===== config.mk =====
export PLATFORM = sky130hd
export DESIGN_NAME = uart_show_tx
export DESIGN_NICKNAME = d
export VERILOG_FILES = /design/src/rtl/uart_show_tx.sv
export SDC_FILE = /design/constraint.sdc
export NUM_CORES = 1
export LEC_CHECK = 0
export CAP_MARGIN = 20
export CORE_ASPECT_RATIO = 0.6
export CORE_UTILIZATION = 29
export DETAILED_ROUTE_END_ITERATION = 7
export PLACE_DENSITY = 0.54
export RECOVER_POWER = 25
export SKIP_LAST_GASP = 1
export SLEW_MARGIN = 20
export SYNTH_ARGS = -nofsm -noshare
export SYNTH_HDL_FRONTEND = slang
export SYNTH_SLANG_ARGS = --single-unit
export TNS_END_PERCENT = 5

===== constraint.sdc =====
create_clock -name clk -period 5.7 [get_ports clk]
set_clock_uncertainty 0.15 [all_clocks]
set_input_delay 0.57 -clock clk [delete_from_list [all_inputs] [get_ports clk]]
set_output_delay 0.57 -clock clk [all_outputs]
set_load 0.03 [all_outputs]

===== src/rtl/uart_show_tx.sv =====
// rtl/uart_show_tx.sv - 8N1 UART transmitter that drains a 16-byte display string.
// Optional: define UART_SHOW_CRLF_EN to append a CR LF trailer to every transfer.
module uart_show_tx #(
    parameter int CLKS_PER_BIT = 868
) (
    input  logic         clk,
    input  logic         reset,
    input  logic [127:0] tx_show,
    input  logic [4:0]   show_len,
    input  logic         start,
    output logic         busy,
    output logic         done,
    output logic         tx
);

    localparam logic [2:0] S_IDLE  = 3'd0;
    localparam logic [2:0] S_START = 3'd1;
    localparam logic [2:0] S_DATA  = 3'd2;
    localparam logic [2:0] S_STOP  = 3'd3;
    localparam logic [2:0] S_NEXT  = 3'd4;

    localparam int CW = (CLKS_PER_BIT > 2) ? $clog2(CLKS_PER_BIT) : 1;
    localparam logic [CW-1:0] BAUD_LAST = CW'(CLKS_PER_BIT - 1);

    logic [2:0]    state;
    logic [CW-1:0] baud;
    logic [2:0]    bit_idx;
    logic [127:0]  shbuf;
    logic [4:0]    remaining;
    logic          fin;

    logic          baud_end;
    logic [4:0]    len_clamped;
    logic [4:0]    rem_dec;
    logic [7:0]    cur_byte;
    logic [127:0]  next_buf;
    logic [127:0]  load_buf;
    logic [4:0]    load_rem;
    logic [2:0]    load_state;

    assign baud_end    = (baud == BAUD_LAST);
    assign len_clamped = (show_len > 5'd16) ? 5'd16 : show_len;
    assign rem_dec     = (remaining == 5'd0) ? 5'd0 : remaining - 5'd1;
    assign cur_byte    = shbuf[127:120];

    always_comb begin
        next_buf = {shbuf[119:0], 8'h00};
`ifdef UART_SHOW_CRLF_EN
        // The trailer is injected into the vacated top byte once the string runs out.
        if (rem_dec == 5'd2) begin
            next_buf[127:120] = 8'h0D;
        end else if (rem_dec == 5'd1) begin
            next_buf[127:120] = 8'h0A;
        end
`endif
    end

    always_comb begin
`ifdef UART_SHOW_CRLF_EN
        load_buf   = (len_clamped == 5'd0) ? {8'h0D, 120'd0} : tx_show;
        load_rem   = len_clamped + 5'd2;
        load_state = S_START;
`else
        load_buf   = tx_show;
        load_rem   = len_clamped;
        load_state = (len_clamped == 5'd0) ? S_NEXT : S_START;
`endif
    end

    always_ff @(posedge clk) begin
        if (reset) begin
            state     <= S_IDLE;
            baud      <= '0;
            bit_idx   <= 3'd0;
            shbuf     <= '0;
            remaining <= 5'd0;
            fin       <= 1'b0;
            busy      <= 1'b0;
            done      <= 1'b0;
            tx        <= 1'b1;
        end else begin
            // Outputs trail the state by one cycle so tx, busy and done stay aligned.
            fin  <= 1'b0;
            done <= fin;
            busy <= (state != S_IDLE);
            case (state)
                S_START: tx <= 1'b0;
                S_DATA:  tx <= cur_byte[bit_idx];
                default: tx <= 1'b1;
            endcase

            case (state)
                S_IDLE: begin
                    baud    <= '0;
                    bit_idx <= 3'd0;
                    if (start) begin
                        shbuf     <= load_buf;
                        remaining <= load_rem;
                        state     <= load_state;
                    end
                end
                S_START: begin
                    if (baud_end) begin
                        baud    <= '0;
                        bit_idx <= 3'd0;
                        state   <= S_DATA;
                    end else begin
                        baud <= baud + CW'(1);
                    end
                end
                S_DATA: begin
                    if (baud_end) begin
                        baud <= '0;
                        if (bit_idx == 3'd7) begin
                            bit_idx <= 3'd0;
                            state   <= S_STOP;
                        end else begin
                            bit_idx <= bit_idx + 3'd1;
                        end
                    end else begin
                        baud <= baud + CW'(1);
                    end
                end
                S_STOP: begin
                    if (baud_end) begin
                        baud  <= '0;
                        state <= S_NEXT;
                    end else begin
                        baud <= baud + CW'(1);
                    end
                end
                S_NEXT: begin
                    baud      <= '0;
                    remaining <= rem_dec;
                    shbuf     <= next_buf;
                    if (remaining > 5'd1) begin
                        state <= S_START;
                    end else begin
                        state <= S_IDLE;
                        fin   <= 1'b1;
                    end
                end
                default: begin
                    baud  <= '0;
                    state <= S_IDLE;
                end
            endcase
        end
    end

endmodule

== Word-level counts from Yosys, hierarchy flattened ==
Index checks and enable logic that the tools add are counted.
Word-level totals
  bits in registers: 153
  input bits: 136
  output and inout port bits: 3
  word-level logic and storage cells: 62
Cells by class
  $add $sub $neg: 3
  magnitude comparators: 3
  equal/unequal tests: 11
  multiplexer cells: 22
  bitwise logic cells: 2
  reduce and logical (&&, ||, !) cells: 12
Operators with widths (number)
  $pmux 128 s2: 1
  $mux 128: 1
  $mux 3: 9
  $mux 5: 3
  $pmux 3 s5: 1
  $add 10x1->10 const B: 1
  $eq 10x10->1 const B: 1
  $logic_not 5->1: 2
  $ne 2x2->1 const B: 5
  $pmux 5 s2: 1
  $pmux 3 s3: 1
  $eq 3x2->1 const B: 2
  $eq 3x3->1 const B: 2
  $reduce_bool 3->1: 2
  $reduce_or 3->1: 2
  $gt 5x1->1 const B: 1
  $gt 5x5->1 const B: 1
  $reduce_and 5->1: 1
  $sub 5x1->5 const B: 1
  $lt 3x4->1 const B: 1
  $add 3x1->3 const B: 1
  $bmux 1 s3: 1
  $eq 3x1->1 const B: 1
  $logic_not 3->1: 1
  7 further kinds: 10

== Longest topological paths before layout ==
Gate-level depths: netlist of run 1.
  depth after elaboration: 6
  gate-level depth with buffers: 8
  depth with buffers taken out: 6

== Worst setup path after synthesis of run 1 ==
Ideal clock, no wire load.
  kind: input-to-reg
  from: in start
  to: reg shbuf[10]
  library setup time: 147 ps
  arrival time: 1600 ps
  data required time: 5403 ps
  setup slack: 3803 ps
  stages on the path: 6
  buffers on the path: 3
  cells stage by stage: nor4b_2 or2_1 buf_4 buf_2 buf_2 a311oi_2
On the way
  longest elaborated chain between the ends: 2
RTL lines
  from (decl): line 10  | input logic start,
  $ne 2x2->1 (no line)
  $reduce_and 2->1 (no line)
  to (signal assigned): line 97  | shbuf <= load_buf;
  to (signal assigned): line 135  | shbuf <= next_buf;
  to (decl): line 28  | logic [127:0] shbuf;
Every way passes these cells.
A chain may end at the register's enable or synchronous reset.

== Worst setup path after layout of run 1 ==
  from: in reset
  to: reg shbuf[111]
RTL lines
  from (decl): line 7  | input logic reset,
No word-level cell between the ends.

==> results of run 1 <==
-- logic make-up after synthesis --
family                   Yosys count  synth area share [%]
adder cells (fa/ha/maj)            6                 1.061
AND/OR/NAND/NOR                  437                 25.04
buffers and inverters             83                 5.269
XOR/XNOR                           9                 1.114
flip-flops                       153                 43.28
AO/OA/AOI/OAI                    162                 23.14
multiplexers                       5                 1.096
-- per-layer routing --
layer / vias to the layer above / global-route usage, % / part of all wire (%)
met1: 2904 / 24.95 / 55
met4: 0 / 3.947 / 0.68
met3: 10 / 4.033 / 4.7
met2: 155 / 22.11 / 39
li1: 3168 / - / -
met5: - / 0 / 0
-- flip-flops by register name, indices dropped and copies added (netlist names) --
signal and count:
tx 1, bit_idx 3, shbuf 128, remaining 5, done 1, fin 1, baud 10, busy 1
state 3
-- power by group --
| group | total [uW] | internal (uW) | switching, uW |
|---|---|---|---|
| logic | 808 | 359 | 449 |
| clock network | 1160 | 685 | 471 |
| registers | 1410 | 1280 | 136 |
| total | 3380 | 2320 | 1060 |
-- layout by cell type (no fill, tap or decap), types with 3 or more instances in the layout --
cell | netlist | routed
or2_2 | 3 | 3
dfxtp_1 | 153 | 153
a311oi_1 | 68 | 68
a21oi_1 | 10 | 10
nand2b_1 | 3 | 3
nand3_1 | 5 | 5
xor2_1 | 4 | 4
ha_1 | 6 | 6
nor3b_1 | 4 | 4
nor2_1 | 146 | 145
o21ai_0 | 10 | 10
clkbuf_16 | 0 | 17
dlygate4sd3_1 | 0 | 3
nor2b_1 | 3 | 3
inv_1 | 7 | 7
clkinvlp_4 | 0 | 3
xnor2_1 | 5 | 5
bufinv_16 | 0 | 3
nor3_1 | 9 | 9
nand2_1 | 248 | 248
clkbuf_1 | 44 | 3
clkdlybuf4s50_1 | 0 | 134
a311oi_2 | 51 | 51
a22oi_1 | 9 | 9
buf_4 | 6 | 7
a211oi_1 | 4 | 4
-- worst max-delay path by stage --
stage | to | slack [ns] | from | cells after the start
6_report | shbuf[111]$_SDFFE_PP0P_ | 1.37 | reset | 3
5_1_grt | shbuf[126]$_SDFFE_PP0P_ | 1.02 | reset | 3
4_1_cts | remaining[0]$_SDFFE_PP0P_ | 2.30 | state[2]$_SDFFE_PP0P_ | 6
3_5_place_dp | remaining[0]$_SDFFE_PP0P_ | 2.31 | state[2]$_SDFFE_PP0P_ | 6
3_3_place_gp | remaining[0]$_SDFFE_PP0P_ | 2.35 | state[2]$_SDFFE_PP0P_ | 6
2_1_floorplan | shbuf[10]$_SDFFE_PP0P_ | 3.80 | start | 6
-- layout make-up --
cell class	count	area, um2	area share (%)
clock buffers	19	432.9	4.712
clock inverters	11	148.9	1.621
inverters	7	26.28	0.2860
multi-input cells	619	3655	39.78
flip-flops and latches	153	3063	33.34
well taps	315	394.1	4.290
repair buffers	147	1468	15.97
-- through the flow --
stage	util, %	setup WS [ns]	total power (uW)	hold slack, ns	std cells
after floorplan	-	3.803	2008	0.2638	855
after CTS	39.01	2.295	3410	0.2954	1270
final	39.08	1.370	3378	0.2924	1271
after global placement	36.54	2.353	2228	0.2730	1240
after global routing	39.08	1.024	3567	0.3385	1271
after detailed placement	36.54	2.306	2241	0.2776	1240
-- critical path, cell delays in order --
cell and delay [ns]:
clkbuf_1 2.61, buf_4 1.08, a311oi_1 0.10
==> results.cfg, run 1 <==
[worst_setup_path]
cp_data_required_time_ns = 5.81
reg2reg_depth = 5
cp_data_arrival_time_ns = 4.44
reg2reg_from = state[2]$_SDFFE_PP0P_
r2r-end = shbuf[69]$_SDFFE_PP0P_
endpoint_kind = flop
ff2ff_setup_slack_ns = 2.30
cp-start-kind = input pin
critical_path_class = in -> reg
worstPathMaxFanout = 73

[cells_and_area]
final_layout_size_suffix_gt1_share_pct = 10.56
nets = 1087
final_cell_area_um2 = 9188
diodes = 0
area_growth_pct = 29.83
num-fill-cells = 2434

[pwr]
p_per_area_nw_per_um2 = 367.6
power_leakage_uw = 0.003366
irDropWorstVdd_uv = 164.9

[place]
dpl_cell_area_um2 = 8591
place.gp.congestion = 0.7497
dp_hpwl_mm = 13.17
io_buffers = 138

[floorplan]
initial_core_util_pct = 30.10
die_height_um = 123
num_rows = 43
io_pins = 139
die_w_um = 203.7
core_area_um2 = 23510
die_area_um2 = 25050

[synthesis]
synthCells = 855
synth.most_common_cell = nand2_1
synth_top_area_share_pct = 43.28
synth.top_cells.by_count = nand2_1 (248), dfxtp_1 (153), nor2_1 (146), a311oi_1 (68), a311oi_2 (51)
netlist_area_um2 = 7077
synth_top_area_cell = dfxtp_1
syn-num-nets = 997
async_reset_ff_share_pct = 0
yosysSeqAreaShare_pct = 43.28
synth_cell_types = 46
synth_edf_count = 0
synthFlopType = dfxtp_1
ys_seq_elements = 153
syn_avg_cell_area_um2 = 8.277
synthTopCellsByArea = dfxtp_1 (43%), nand2_1 (13%), a311oi_2 (11%), a311oi_1 (8.4%), nor2_1 (7.7%)
ys_warn_count = 0

[sta]
slew_headroom_pct = -154.0
finalMaxSlewViolations = 71
hold_viol_final = 0
period_needed_ns = 4.330
rsz0062_at_grt = false
period_share_pct = 75.97
max_freq_mhz = 230.9
tns_ns = 0
worst_pin_slew_ns = 3.810
setup_violations = 0

[outcome]
status = finished, violations left
violations = capacitance limit, slew limit

[min_path]
hold_depth = 1
hold_path.startpoint = fin$_SDFF_PP0_
hold_path_end = done$_SDFF_PP0_
hp-class = reg -> reg

[global_route]
antenna_found_initial = 0
grt_first_pass_wirelength_mm = 31.68
overflow = 0
grt_max_degree = 93
grt_pass1_vias = 5907
grt_use_total_pct = 16.27

[detailed_routing]
drc = 0
dr.first_iter.drc_count = 463
finalWirelength_mm = 19.92
ant_nets = 0
viasPerCell = 4.907
via_count = 6237
wl_per_cell_um = 15.67
drt_first_pass_iters = 5

[clock_network]
clkSinkCount = 153
clk_pin_slew_worst_paths_ns = 0.06
cts_buffer_depth = 2
root_buffer = clkbuf_16
cts_setup_buffers = 0
holdBufCountCts = 0
cts_resized = 0
cts_tree = yes
clkLatencyLatePin_ns = 0.43
htreeDepth = 4
cts-buffers-inserted = 17

[job]
drv_cap = 1
No activity file was read; power rests on OpenSTA's default activity.
==> inputs of run 2 (changes only) <==
==> constraint.sdc (replaced) <==
create_clock -name clk -period 4 [get_ports clk]
set_clock_uncertainty 0.15 [all_clocks]
set_input_delay 0.4 -clock clk [delete_from_list [all_inputs] [get_ports clk]]
set_output_delay 0.4 -clock clk [all_outputs]
set_load 0.03 [all_outputs]
==> run 2 against run 1 <==
Effect of this change:
- the flow now finishes without violations
- clock-buffer cell count rose by 1
- sequential share of layout area rose by 0.059 points
- first-iteration DRC count fell by 25%
- cell count rose by 0.16%
- global-route usage rose by 0.071 points
- critical path type is now reg -> reg
==> results.cfg, run 2 (synthesis results as in run 1) <==
[outcome]
status = complete, no violations

[place]
io_buffers = 138
dp_hpwl_mm = 13.34
place.gp.congestion = 0.7579

[worst_setup_path]
critical_path_class = reg -> reg
cp_data_arrival_time_ns = 3.25
cp_slowest_cell = or3b_1
crit_chain = or3b_1 > buf_4 > nor3_1 > a211oi_1 > a211oi_1
cp.depth = 5
worstPathMaxFanout = 55
cp-start-kind = flop
cpPeakStageDelay_ns = 1.02
ff2ff_setup_slack_ns = 0.89
r2r-end = remaining[1]$_SDFFE_PP0P_
cp_top_family = simple AND/OR/NAND/NOR gates
cp_common_cell = a211oi_1
cp_data_required_time_ns = 4.14
endpoint_kind = flop
reg2reg_depth = 5
path_buf_inv = 1
reg2reg_from = state[1]$_SDFFE_PP0P_
setup.worst_path.start = state[1]$_SDFFE_PP0P_

[cells_and_area]
area_growth_pct = 29.60
largest_register = shbuf
final_layout_size_suffix_gt1_share_pct = 10.44
num-fill-cells = 2440
diodes = 0
final_util_pct = 39.01
largest_register_ffs = 128
final_common_cell = nand2_1
reg_top3 = shbuf: 128 flops, baud: 10 flops, remaining: 5 flops
final_cell_mix = nand2_1 (248), dfxtp_1 (153), nor2_1 (146)
nets = 1088

[detailed_routing]
dr.first_iter.drc_count = 348
drc = 0
finalWirelength_mm = 19.73
viasPerCell = 4.937
drt_first_pass_iters = 5
wl_per_cell_um = 15.50
ant_nets = 0
via_count = 6285

[pwr]
irDropWorstVdd_uv = 301.0
power_leakage_uw = 0.003363
p_per_area_nw_per_um2 = 512.8

[global_route]
grt_max_degree = 127
grt_pass1_vias = 5975
grt_most_used_layer = met1
grt_use_total_pct = 16.34
antenna_found_initial = 0
overflow = 0
grt_first_pass_wirelength_mm = 31.77
use_met3_pct = 4.665
gr-usage-met2_pct = 21.43
grt_use_met1_pct = 25.57

[sta]
finalMaxSlewViolations = 0
rsz0062_at_grt = false
slew_headroom_pct = 18.15
tns_ns = 0
period_needed_ns = 3.115
max_freq_mhz = 321.1
setup_violations = 0
worst_pin_slew_ns = 1.228
period_share_pct = 77.87
hold_viol_final = 0

[clock_network]
cts_resized = 0
cts-buffers-inserted = 17
htreeDepth = 4
clkLatencyLatePin_ns = 0.42
cts_buffer_depth = 2
clkSinkCount = 153
cts_setup_buffers = 0
root_buffer = clkbuf_16
cts_tree = yes
holdBufCountCts = 0
clk_pin_slew_worst_paths_ns = 0.07

[min_path]
hp-class = in -> reg
hold_path_end = done$_SDFF_PP0_
hold_depth = 2
hold_path.startpoint = reset

[floorplan]
num_rows = 43
die_area_um2 = 25050
die_height_um = 123
io_pins = 139
die_w_um = 203.7
initial_core_util_pct = 30.10
core_area_um2 = 23510

[job]
drv_cap = 0
run 2: final cells by class:
| cell class | instances | area [um2] | area share, % |
|---|---|---|---|
| multi-input combinational | 619 | 3637 | 39.66 |
| clock buffer | 20 | 456.7 | 4.980 |
| clock inverter | 11 | 98.84 | 1.078 |
| sequential | 153 | 3063 | 33.40 |
| timing repair buffer | 148 | 1495 | 16.30 |
| inverter | 7 | 26.28 | 0.2865 |
| tap | 315 | 394.1 | 4.297 |
run 2: how the worst max path moves through the flow:
stage | slack, ns | to
after detailed placement | 1.27 | shbuf[87]$_SDFFE_PP0P_
after global routing | 0.63 | shbuf[67]$_SDFFE_PP0P_
after global placement | 1.32 | shbuf[48]$_SDFFE_PP0P_
after floorplan | 2.15 | bit_idx[0]$_SDFFE_PP0P_
after CTS | 1.36 | remaining[1]$_SDFFE_PP0P_
final | 0.89 | remaining[1]$_SDFFE_PP0P_
run 2: where the power goes:
| part | internal (uW) | switching, uW |
|---|---|---|
| logic | 516 | 635 |
| registers | 1820 | 195 |
| clock network | 884 | 654 |
run 2: through the flow:
| step | instance area (um2) | hold WS [ns] | power (uW) | instances | setup WS [ns] |
|---|---|---|---|---|---|
| CTS | 9179 | 0.2812 | 4752 | 1272 | 1.357 |
| detailed placement | 8623 | 0.2783 | 3202 | 1241 | 1.272 |
| global route | 9171 | 0.2980 | 5010 | 1273 | 0.6341 |
| floorplan | 7077 | 0.2638 | 2862 | 855 | 2.148 |
| global placement | 8623 | 0.2790 | 3178 | 1241 | 1.322 |
| finish | 9171 | 0.2829 | 4703 | 1273 | 0.8854 |
run 2: layer usage:
layer / share of wire [%] / wire length, um / vias to the layer above
met5: 0 / 0 / -
met4: 0.36 / 72 / 0
met3: 5.4 / 1075 / 5
met2: 40 / 7866 / 151
met1: 54 / 10710 / 2957
li1: - / - / 3172
==> inputs of run 3 (changes only) <==
--- a/config.mk
+++ b/config.mk
@@ -9,7 +9,7 @@
 export CORE_ASPECT_RATIO = 0.6
 export CORE_UTILIZATION = 29
 export DETAILED_ROUTE_END_ITERATION = 7
-export PLACE_DENSITY = 0.54
+export PLACE_DENSITY = 0.56
 export RECOVER_POWER = 25
 export SKIP_LAST_GASP = 1
 export SLEW_MARGIN = 20
==> constraint.sdc (replaced) <==
create_clock -name clk -period 2.6 [get_ports clk]
set_clock_uncertainty 0.15 [all_clocks]
set_input_delay 0.26 -clock clk [delete_from_list [all_inputs] [get_ports clk]]
set_output_delay 0.26 -clock clk [all_outputs]
set_load 0.03 [all_outputs]
==> run 3 against run 2 <==
Effect of this change:
- non-clock buffer count rose by 6
- clock power rose by 76%
- combinational power rose by 58%
- routed wire length rose by 0.77%
- cell area rose by 2.1%
- power rose by 62%
- sequential cell count did not move
- worst setup slack got worse by 0.64 ns
- clock-buffer cell count fell by 1
- critical endpoint is now shbuf[44]$_SDFFE_PP0P_
- highest routed layer unchanged
==> results.cfg, run 3 (synthesis results as in run 1) <==
[floorplan]
initial_core_util_pct = 30.10
die_w_um = 203.7
core_area_um2 = 23510
die_height_um = 123
die_area_um2 = 25050
num_rows = 43
io_pins = 139

[cells_and_area]
final_layout_size_suffix_gt1_share_pct = 11.50
reg_top3 = shbuf: 128 flops, baud: 10 flops, remaining: 5 flops
diodes = 0
area_growth_pct = 32.34
final_cell_mix = nand2_1 (248), dfxtp_1 (153), nor2_1 (146)
largest_register_ffs = 128
nets = 1094
final_common_cell = nand2_1
largest_register = shbuf

[global_route]
grt_max_degree = 96
antenna_found_initial = 0
grt_use_total_pct = 16.31
overflow = 0
grt_pass1_vias = 5987
grt_first_pass_wirelength_mm = 31.73

[sta]
period_share_pct = 90.52
finalMaxSlewViolations = 0
worst_pin_slew_ns = 1.106
period_needed_ns = 2.354
max_freq_mhz = 424.9
setup_violations = 0
hold_viol_final = 0
rsz0062_at_grt = false
tns_ns = 0
slew_headroom_pct = 26.26

[detailed_routing]
ant_nets = 0
via_count = 6272
drt_first_pass_iters = 4
drc = 0
wl_per_cell_um = 15.53
viasPerCell = 4.900
finalWirelength_mm = 19.88
dr.first_iter.drc_count = 406

[clock_network]
clkLatencyLatePin_ns = 0.43
cts_resized = 0
cts-buffers-inserted = 17
clkSinkCount = 153
root_buffer = clkbuf_16
cts_tree = yes
clk_pin_slew_worst_paths_ns = 0.06
cts_buffer_depth = 2
cts_setup_buffers = 0
holdBufCountCts = 0
htreeDepth = 4

[worst_setup_path]
ff2ff_setup_slack_ns = 0.25
reg2reg_from = state[1]$_SDFFE_PP0P_
cp_data_required_time_ns = 2.79
r2r-end = shbuf[44]$_SDFFE_PP0P_
reg2reg_depth = 5
critical_path_class = reg -> reg
worstPathMaxFanout = 40
endpoint_kind = flop
cp_data_arrival_time_ns = 2.55
cp-start-kind = flop

[place]
io_buffers = 138
place.gp.congestion = 0.7728
dp_hpwl_mm = 13.67

[job]
drv_cap = 0

[pwr]
power_leakage_uw = 0.003468
p_per_area_nw_per_um2 = 812.9
design_power_total_uw = 7613
irDropWorstVdd_uv = 427.0

[min_path]
hold_path_end = shbuf[1]$_SDFFE_PP0P_
hold_path.startpoint = reset
hold_depth = 2
hp-class = in -> reg

[outcome]
status = complete, no violations
[run 3: worst max path at each step]
stage                     depth (start not counted)             startpoint                      end  slack, ns
after floorplan                                   5     baud[0]$_SDFF_PP0_  bit_idx[0]$_SDFFE_PP0P_       0.75
after global placement                            6                  start  shbuf[120]$_SDFFE_PP0P_       0.32
after detailed placement                          6                  start   shbuf[91]$_SDFFE_PP0P_       0.20
after CTS                                         5  state[1]$_SDFFE_PP0P_   shbuf[91]$_SDFFE_PP0P_       0.34
after global routing                              5  state[1]$_SDFFE_PP0P_   shbuf[44]$_SDFFE_PP0P_       0.09
final                                             5  state[1]$_SDFFE_PP0P_   shbuf[44]$_SDFFE_PP0P_       0.25
[run 3: per-layer routing]
metal  GRT usage [%]  share of wire, %
met1           24.41                54
met2           22.64                39
met3           4.270               5.6
met4           4.276               1.1
met5               0                 0
[run 3: worst max-delay path: stages (launching register included)]
cell      delay, ns
dfxtp_1        0.46
nor4b_2        0.49
or2_4          0.29
clkbuf_4       0.49
nor2_1         0.11
a311oi_2       0.26
[run 3: layout make-up]
type | count | area [um2]
Timing Repair Buffer | 154 | 1588
Fill cell | 2395 | 14150
Inverter | 7 | 26.28
Tap cell | 315 | 394.1
Clock buffer | 19 | 452.9
Sequential cell | 153 | 3063
Clock inverter | 13 | 188.9
Multi-Input combinational cell | 619 | 3652
[run 3: power by group]
group | leakage (uW) | total, uW | internal [uW] | switching (uW)
logic | 0.00189 | 1820 | 824 | 993
clock network | 0.000316 | 2710 | 1670 | 1040
registers | 0.00126 | 3090 | 2800 | 290
total | 0.00347 | 7610 | 5290 | 2320
[run 3: stage by stage]
stage | cell area, um2 | hold WS [ns] | std cells | utilization, % | setup slack [ns]
floorplan | 7077 | 0.2638 | 855 | - | 0.7479
global route | 9365 | 0.03399 | 1280 | 39.83 | 0.09467
global placement | 8751 | 0.2696 | 1248 | 37.22 | 0.3197
finish | 9365 | 0.03755 | 1280 | 39.83 | 0.2464
detailed placement | 8751 | 0.2802 | 1248 | 37.22 | 0.1970
CTS | 9393 | 0.02157 | 1280 | 39.95 | 0.3394
